File: config.mk
export PLATFORM = sky130hd
export DESIGN_NAME = hazard_scoreboard_flat
export DESIGN_NICKNAME = d
export VERILOG_FILES = /design/src/rtl/hazard_scoreboard_if.sv /design/src/rtl/hazard_scoreboard.sv /design/src/flat_wrapper.sv
export SDC_FILE = /design/constraint.sdc
export NUM_CORES = 1
export LEC_CHECK = 0
export ABC_AREA = 1
export BUFFER_PORTS_ARGS = -buffer_cell sky130_fd_sc_hd__buf_2
export CAP_MARGIN = 10
export CORE_ASPECT_RATIO = 0.8
export CORE_MARGIN = 4
export CORE_UTILIZATION = 54
export CTS_CLUSTER_DIAMETER = 100
export DETAILED_ROUTE_END_ITERATION = 8
export PLACE_DENSITY = 0.93
export SLEW_MARGIN = 20
export SYNTH_ARGS = -nofsm -noshare
export SYNTH_HDL_FRONTEND = slang
export SYNTH_SLANG_ARGS = --single-unit
File: constraint.sdc
create_clock -name clk_i -period 2.5 [get_ports clk_i]
set_input_delay 0.25 -clock clk_i [delete_from_list [all_inputs] [get_ports clk_i]]
set_output_delay 0.25 -clock clk_i [all_outputs]
set_load 0.03 [all_outputs]
File: src/rtl/hazard_scoreboard_if.sv
// Decode-side handshake bundle for the hazard scoreboard: decode-stage
// instruction attributes in, pipeline enables and stall statistics out.
interface hazard_scoreboard_if #(
    parameter int CNT_W = 16
);
    logic [31:0]      instruction_i;
    logic             instr_valid_i;
    logic             uses_rt_i;
    logic [4:0]       dest_reg_i;
    logic             dest_write_i;
    logic             is_load_i;
    logic             flush_i;
    logic             pc_write_o;
    logic             decode_reg_write_o;
    logic             mux_control_o;
    logic [1:0]       hazard_stage_o;
    logic [2:0]       stall_run_o;
    logic [CNT_W-1:0] stall_total_o;

    modport master (
        output instruction_i, instr_valid_i, uses_rt_i, dest_reg_i,
               dest_write_i, is_load_i, flush_i,
        input  pc_write_o, decode_reg_write_o, mux_control_o,
               hazard_stage_o, stall_run_o, stall_total_o
    );

    modport slave (
        input  instruction_i, instr_valid_i, uses_rt_i, dest_reg_i,
               dest_write_i, is_load_i, flush_i,
        output pc_write_o, decode_reg_write_o, mux_control_o,
               hazard_stage_o, stall_run_o, stall_total_o
    );
endinterface

File: src/rtl/hazard_scoreboard.sv
// Load-use / RAW hazard unit: shifts the destinations of the last DEPTH issued
// instructions and stalls decode while a source register is still in flight.
module hazard_scoreboard #(
    parameter int DEPTH      = 2,
    parameter int FORWARD_EN = 0,
    parameter int CNT_W      = 16
) (
    input logic               clk_i,
    input logic               rst_i,
    hazard_scoreboard_if.slave sb_if
);

    logic [DEPTH-1:0] valid_q, valid_d;
    logic [DEPTH-1:0] load_q, load_d;
    logic [4:0]       dest_q [DEPTH];
    logic [4:0]       dest_d [DEPTH];
    logic [2:0]       stall_run_q, stall_run_d;
    logic [CNT_W-1:0] stall_total_q, stall_total_d;

    logic [4:0]       rs_s, rt_s;
    logic [DEPTH-1:0] match_s, qual_s;
    logic [1:0]       stage_s;
    logic             stall_s, issue_s;
    logic             unused_instr_s;

    assign rs_s           = sb_if.instruction_i[25:21];
    assign rt_s           = sb_if.instruction_i[20:16];
    assign unused_instr_s = ^{sb_if.instruction_i[31:26], sb_if.instruction_i[15:0]};

    // Per-entry source match; with forwarding only a load still in EX can't be bypassed.
    always_comb begin
        match_s = '0;
        qual_s  = '0;
        for (int k = 0; k < DEPTH; k++) begin
            match_s[k] = valid_q[k] && (dest_q[k] != 5'd0) &&
                         ((dest_q[k] == rs_s) || (sb_if.uses_rt_i && (dest_q[k] == rt_s)));
        end
        if (FORWARD_EN != 0) begin
            qual_s[0] = match_s[0] & load_q[0];
        end else begin
            qual_s = match_s;
        end
    end

    // Lowest matching entry index: scan from the oldest so the youngest wins.
    always_comb begin
        stage_s = 2'd0;
        for (int k = DEPTH - 1; k >= 0; k--) begin
            stage_s = qual_s[k] ? k[1:0] : stage_s;
        end
    end

    assign stall_s = ~rst_i & sb_if.instr_valid_i & ~sb_if.flush_i & (|qual_s);
    assign issue_s = sb_if.instr_valid_i & ~sb_if.flush_i & ~stall_s;

    // Pipeline enables with priority reset > flush > stall > normal.
    always_comb begin
        if (rst_i) begin
            sb_if.pc_write_o         = 1'b0;
            sb_if.decode_reg_write_o = 1'b0;
            sb_if.mux_control_o      = 1'b1;
        end else if (sb_if.flush_i) begin
            sb_if.pc_write_o         = 1'b1;
            sb_if.decode_reg_write_o = 1'b1;
            sb_if.mux_control_o      = 1'b1;
        end else if (stall_s) begin
            sb_if.pc_write_o         = 1'b0;
            sb_if.decode_reg_write_o = 1'b0;
            sb_if.mux_control_o      = 1'b1;
        end else begin
            sb_if.pc_write_o         = 1'b1;
            sb_if.decode_reg_write_o = 1'b1;
            sb_if.mux_control_o      = 1'b0;
        end
    end

    assign sb_if.hazard_stage_o = stall_s ? stage_s : 2'd0;
    assign sb_if.stall_run_o    = stall_run_q;
    assign sb_if.stall_total_o  = stall_total_q;

    // Scoreboard shift and saturating stall statistics.
    always_comb begin
        valid_d[0] = sb_if.dest_write_i & issue_s;
        dest_d[0]  = sb_if.dest_reg_i;
        load_d[0]  = sb_if.is_load_i & issue_s;
        for (int k = 1; k < DEPTH; k++) begin
            valid_d[k] = valid_q[k-1];
            dest_d[k]  = dest_q[k-1];
            load_d[k]  = load_q[k-1];
        end
        if (stall_s) begin
            stall_run_d = (stall_run_q == 3'd7) ? 3'd7 : (stall_run_q + 3'd1);
        end else begin
            stall_run_d = 3'd0;
        end
        if (stall_s && !(&stall_total_q)) begin
            stall_total_d = stall_total_q + {{(CNT_W-1){1'b0}}, 1'b1};
        end else begin
            stall_total_d = stall_total_q;
        end
    end

    // State register with synchronous reset.
    always_ff @(posedge clk_i) begin
        if (rst_i) begin
            valid_q       <= '0;
            load_q        <= '0;
            stall_run_q   <= 3'd0;
            stall_total_q <= '0;
            for (int k = 0; k < DEPTH; k++) begin
                dest_q[k] <= 5'd0;
            end
        end else begin
            valid_q       <= valid_d;
            load_q        <= load_d;
            stall_run_q   <= stall_run_d;
            stall_total_q <= stall_total_d;
            for (int k = 0; k < DEPTH; k++) begin
                dest_q[k] <= dest_d[k];
            end
        end
    end

endmodule
File: src/flat_wrapper.sv
// flat-port wrapper written by rule: the top's interface ports become plain ports
module hazard_scoreboard_flat 
#(
    parameter int DEPTH      = 2,
    parameter int FORWARD_EN = 0,
    parameter int CNT_W      = 16
)
  (clk_i, rst_i, sb_if_instruction_i, sb_if_instr_valid_i, sb_if_uses_rt_i, sb_if_dest_reg_i, sb_if_dest_write_i, sb_if_is_load_i, sb_if_flush_i, sb_if_pc_write_o, sb_if_decode_reg_write_o, sb_if_mux_control_o, sb_if_hazard_stage_o, sb_if_stall_run_o, sb_if_stall_total_o);
  hazard_scoreboard_if #(.CNT_W(CNT_W)) sb_if_i ();
  input logic clk_i;
  input logic rst_i;
  input wire logic [$bits(sb_if_i.instruction_i)-1:0] sb_if_instruction_i;
  input wire logic [$bits(sb_if_i.instr_valid_i)-1:0] sb_if_instr_valid_i;
  input wire logic [$bits(sb_if_i.uses_rt_i)-1:0] sb_if_uses_rt_i;
  input wire logic [$bits(sb_if_i.dest_reg_i)-1:0] sb_if_dest_reg_i;
  input wire logic [$bits(sb_if_i.dest_write_i)-1:0] sb_if_dest_write_i;
  input wire logic [$bits(sb_if_i.is_load_i)-1:0] sb_if_is_load_i;
  input wire logic [$bits(sb_if_i.flush_i)-1:0] sb_if_flush_i;
  output wire logic [$bits(sb_if_i.pc_write_o)-1:0] sb_if_pc_write_o;
  output wire logic [$bits(sb_if_i.decode_reg_write_o)-1:0] sb_if_decode_reg_write_o;
  output wire logic [$bits(sb_if_i.mux_control_o)-1:0] sb_if_mux_control_o;
  output wire logic [$bits(sb_if_i.hazard_stage_o)-1:0] sb_if_hazard_stage_o;
  output wire logic [$bits(sb_if_i.stall_run_o)-1:0] sb_if_stall_run_o;
  output wire logic [$bits(sb_if_i.stall_total_o)-1:0] sb_if_stall_total_o;
  assign sb_if_i.instruction_i = sb_if_instruction_i;
  assign sb_if_i.instr_valid_i = sb_if_instr_valid_i;
  assign sb_if_i.uses_rt_i = sb_if_uses_rt_i;
  assign sb_if_i.dest_reg_i = sb_if_dest_reg_i;
  assign sb_if_i.dest_write_i = sb_if_dest_write_i;
  assign sb_if_i.is_load_i = sb_if_is_load_i;
  assign sb_if_i.flush_i = sb_if_flush_i;
  assign sb_if_pc_write_o = sb_if_i.pc_write_o;
  assign sb_if_decode_reg_write_o = sb_if_i.decode_reg_write_o;
  assign sb_if_mux_control_o = sb_if_i.mux_control_o;
  assign sb_if_hazard_stage_o = sb_if_i.hazard_stage_o;
  assign sb_if_stall_run_o = sb_if_i.stall_run_o;
  assign sb_if_stall_total_o = sb_if_i.stall_total_o;
  hazard_scoreboard #(.DEPTH(DEPTH), .FORWARD_EN(FORWARD_EN), .CNT_W(CNT_W)) u_core (.clk_i(clk_i), .rst_i(rst_i), .sb_if(sb_if_i));
endmodule
-- Word level (Yosys, flattened, before mapping)
Memory sizes are Yosys's and may differ from the RTL's.
Cells that the tools add are included.
- multiplexer cells: 15
- order comparisons: 0
- div/mod/pow operators: 0
- multipliers: 0
- bitwise gates (word level): 11
- shift-type cells: 0
- reductions and logical operators: 15
- add/sub/neg operators: 2
- eq/ne operators: 5
- operator list (operator ; number):
    equality test 5 bit ; 4
    adder 16 x 1 -> 16 bit (second input constant) ; 1
    AND reduction 16 bit ; 1
    2-to-1 mux 1 bit ; 10
    2-to-1 mux 5 bit ; 2
    nonzero test 5 bit ; 2
    logical AND 1 bit ; 7
    AND 1 bit ; 6
    2-to-1 mux 2 bit ; 2
    OR reduction 2 bit ; 2
    adder 3 x 1 -> 3 bit (second input constant) ; 1
    equality test 3 bit (second input constant) ; 1
    2-to-1 mux 3 bit ; 1
    NOT 1 bit ; 3
    logical OR 1 bit ; 2
    bitwise OR 1 bit ; 2
    zero test 1 bit ; 1
- memory bits (read-only): 0
- latch bits: 0
- register bits after elaboration: 21
- memory bits (writable): 10
- memories: 1
- output and inout port bits: 24
- memories (name ; depth ; bits a word ; read ports ; clocked after Yosys merged registers in ; wr ports ; RTL line ; RTL):
    u_core.dest_q ; 2 ; 5 ; 2 ; 0 ; 2 ; hazard_scoreboard.sv:15 ; logic [4:0] dest_q [DEPTH];

-- Longest topological paths before layout
An unclocked memory read counts as a cell.
- depth after elaboration: 10
- depth in mapped cells: 13
- depth with buffers taken out: 12

-- Least setup slack after synthesis
No wires, ideal clock.
- path type: flip-flop to output port
- start: memory u_core.dest_q[0][2]
- end: output port sb_if_mux_control_o
- data arrival time: 1913 ps
- slack: 337 ps
- buffers on the path: 1
- cell stages (with the launch flop): 10
- path through: dfxtp_1 inv_1 nand4_1 o21ai_0 inv_1 nand2_1 nand2_4 buf_6 a21oi_1 nand2_1
- RTL lines (element ; RTL line ; RTL):
    from (decl) ; hazard_scoreboard.sv:15 ;
    to (decl) ; flat_wrapper.sv:21 ; output wire logic [$bits(sb_if_i.mux_control_o)-1:0] sb_if_mux_control_o;

==> results.tsv <==
stage	metric	value	unit
outcome	run status	completed	
cells_and_area	Filler Cells Inserted	316	
pwr	Internal	792	uW
pwr	Net Sw Frac	24.2	%
critical_path	CP Cell Sequence	inv_1, nand4_1, o21ai_0, inv_1, nand2_1, nand2_4, a21oi_1, buf_2	
clock_tree	Bufs on Longest Clock Path	2	
yosys	Post-Syn Instances	316	
clock_tree	Sink Count	31	
yosys	synth top area cells	dfxtp_1, nand2_1, inv_1	
cells_and_area	# nets final	405	
timing	Hold WS	165	ps
hold_path	hold crit path type	in -> reg	
global_route	GRT Total Usage	22.1	%
yosys	Net Count, Synth	362	
place	Placed Cells	394	
critical_path	Crit Path Max Fanout	24	
cells_and_area	share of layout cells above drive strength 1	19.4	%
cells_and_area	area growth from synthesis to layout	16.6	%
timing	unrepaired setup endpoints after global routing	no	
yosys	post-synth top area cell	dfxtp_1	
global_route	initial antenna violation count	0	
clock_tree	CTS tree	built	
floorplanning	Rows	19	
cells_and_area	non-filler instance count after layout	402	
route	Routed WL	4.68	mm
pwr	static leakage	1.17	nW
floorplanning	area of the die	4600	sq um
clock_tree	Setup Fix Bufs, Post-CTS	0	
critical_path	crit path DAT	1960	ps
pwr	P_sw	253	uW
critical_path	critical path startpoint	u_core.dest_q[0][2]$_SDFF_PP0_	
cells_and_area	fin util	65.3	%
pwr	Logic pwr share	10.1	%
critical_path	Setup crit start kind	flip-flop	
critical_path	CP peak stage delay	350	ps
clock_tree	Num CTS Buffers	5	
yosys	Seq/Total Area, Yosys	32.1	%
timing	max-slew violation count	0	
run	Max-cap violations	0	
timing	Tcrit/Tclk final	88.2	%
route	Pre-antenna DRT Iters	4	
critical_path	Critical Path End	sb_if_decode_reg_write_o	
global_route	vias in the first global route	1770	
hold_path	Hold Crit Depth	3	
global_route	largest net degree at the start of global routing	25	
pwr	clock network fraction of total power	41.0	%
pwr	Flop pwr share	48.9	%
critical_path	flop2flop setup slack	610	ps
timing	Total Neg Setup Slack	0	ps
critical_path	Worst Reg-to-Reg Cells	12	
route	Vias/cell	5.10	
floorplanning	Die X	74.9	microns
critical_path	slowest cell on the critical path	a21oi_1	
yosys	Syn Area/Cell	6.11	sq um
timing	Final Hold Viols	0	
floorplanning	io pins	68	
critical_path	Setup CP Type	reg -> out	
place	I/O Buffers	43	
global_route	gr ovfl total	0	
floorplanning	Initial Utilization	56.0	%
critical_path	most used cell, CP	inv_1	
timing	fmax	453	MHz
route	post-route antenna net violation count	0	
yosys	synth warn	0	
yosys	synthesized flop and latch total	31	
route	initial drt markers	219	
pwr	PwrDens	464	nW/um^2
clock_tree	CTS H-tree depth	2	
timing	final setup fails	0	
place	gpl congestion	0.904	
floorplanning	die height	61.5	microns
yosys	synth unique cells	28	
clock_tree	Clock Pin Slew Worst Setup and Hold Paths	60	ps
route	Vias	2052	
route	WL/cell	11.6	microns
yosys	Yosys top cell area share	32.1	%
clock_tree	CTS root buf	clkbuf_8	
clock_tree	CTS resizes	0	
timing	crit path time final	2210	ps
global_route	first-pass GRT wire length	7.70	mm
clock_tree	CTS Hold Bufs	0	
pwr	Total Power	1.04	mW
yosys	cell area after synthesis	1930	sq um
place	DP HPWL	3.43	mm
floorplanning	Core Region	3450	sq um
critical_path	r2r endpoint	u_core.sb_if.stall_total_o[11]$_SDFFE_PP0P_	
critical_path	worst path required time	2250	ps
timing	clk_skew	6.45	ps
critical_path	Critical R2R Launch	u_core.sb_if.stall_total_o[1]$_SDFFE_PP0P_	
cells_and_area	most frequent cells in the layout	nand2_1, inv_1, nor2_1, buf_2, dfxtp_1	
critical_path	Crit. End Element	output port	
route	DRC errors left	0	
pwr	Max VDD drop	0.505	mV
cells_and_area	most common cell after layout, fill and taps aside	nand2_1	
cells_and_area	n_diodes	0	
clock_tree	worst skew pair latency	290	ps
## per-layer routing
layer,track usage [%],wire length (microns),vias to the layer above
met3,7.01,297,8
met2,35.4,2210,61
met1,28.3,2100,921
li1,-,-,1062
met5,0,0,-
met4,7.61,73,0
## synth_stat cells
master	instances
inv_1	47
ha_1	2
nand4_1	18
a21oi_1	10
nor2_2	2
nor2_1	45
nand2_4	1
o21a_1	1
nand2_1	98
buf_4	3
clkbuf_1	2
nand3_2	1
buf_2	2
nand3_1	16
dfxtp_1	31
nor3_1	5
nand2_2	3
nor2_4	2
nor3b_1	1
conb_1	1
o211ai_1	1
o21ai_0	5
nand3_4	1
xnor2_1	3
xor2_1	4
inv_2	8
nor4_1	1
buf_6	2
## cells by family after synthesis
group / count (synthesis) / synth area share, %
simple gates: 194 / 44.6
buf+inv: 64 / 13.9
flops: 31 / 32.1
compound gates: 17 / 4.67
xor+xnor: 7 / 3.18
fa+ha+maj: 2 / 1.30
other cells: 1 / 0.194
## flip-flops by register name (all words and copies together) (netlist names)
register	count
u_core.sb_if.stall_total_o	16
u_core.valid_q	2
u_core.sb_if.stall_run_o	3
u_core.dest_q	10
## power by group through the flow
stage	clock network, mW	registers, mW	logic [mW]
3_5_place_dp	0	0.521	0.103
3_3_place_gp	0	0.520	0.100
2_1_floorplan	0	0.519	0.0691
4_1_cts	0.441	0.510	0.105
6_report	0.428	0.511	0.105
5_1_grt	0.473	0.511	0.118
## how the worst min path moves through the flow
| stage | startpoint | end | slack [ps] |
|---|---|---|---|
| 6_report | sb_if_dest_reg_i[2] | u_core.dest_q[0][2]$_SDFF_PP0_ | 170 |
| 5_1_grt | sb_if_dest_reg_i[0] | u_core.dest_q[0][0]$_SDFF_PP0_ | 170 |
| 4_1_cts | sb_if_dest_reg_i[2] | u_core.dest_q[0][2]$_SDFF_PP0_ | 170 |
| 3_5_place_dp | u_core.valid_q[0]$_SDFF_PP0_ | u_core.valid_q[1]$_SDFF_PP0_ | 440 |
| 3_3_place_gp | u_core.valid_q[0]$_SDFF_PP0_ | u_core.valid_q[1]$_SDFF_PP0_ | 420 |
| 2_1_floorplan | rst_i | u_core.sb_if.stall_total_o[13]$_SDFFE_PP0P_ | 320 |
## critical path: cells and delay by family, from the launching register on
kind	cells	cell delay, ps
buffers and inverters	3	450
DFF	1	310
AOI/OAI and AO/OA	2	500
and+or+nand+nor	3	420
## layout make-up
cell class	instances	area, sq um	area share, %
clock buffers	8	100	4.45
inverters	55	206	9.17
multi-input cells	221	1040	46.2
flip-flops and latches	31	621	27.6
well taps	42	52.6	2.33
repair buffers	45	230	10.2
## through the flow
step                      worst slack (ps)  area, sq um
after global placement                 633         2150
after floorplan                        337         1930
after CTS                              302         2250
final                                  295         2250
after global routing                  89.9         2250
after detailed placement               617         2150
No activity file was read; power rests on OpenSTA's default activity.
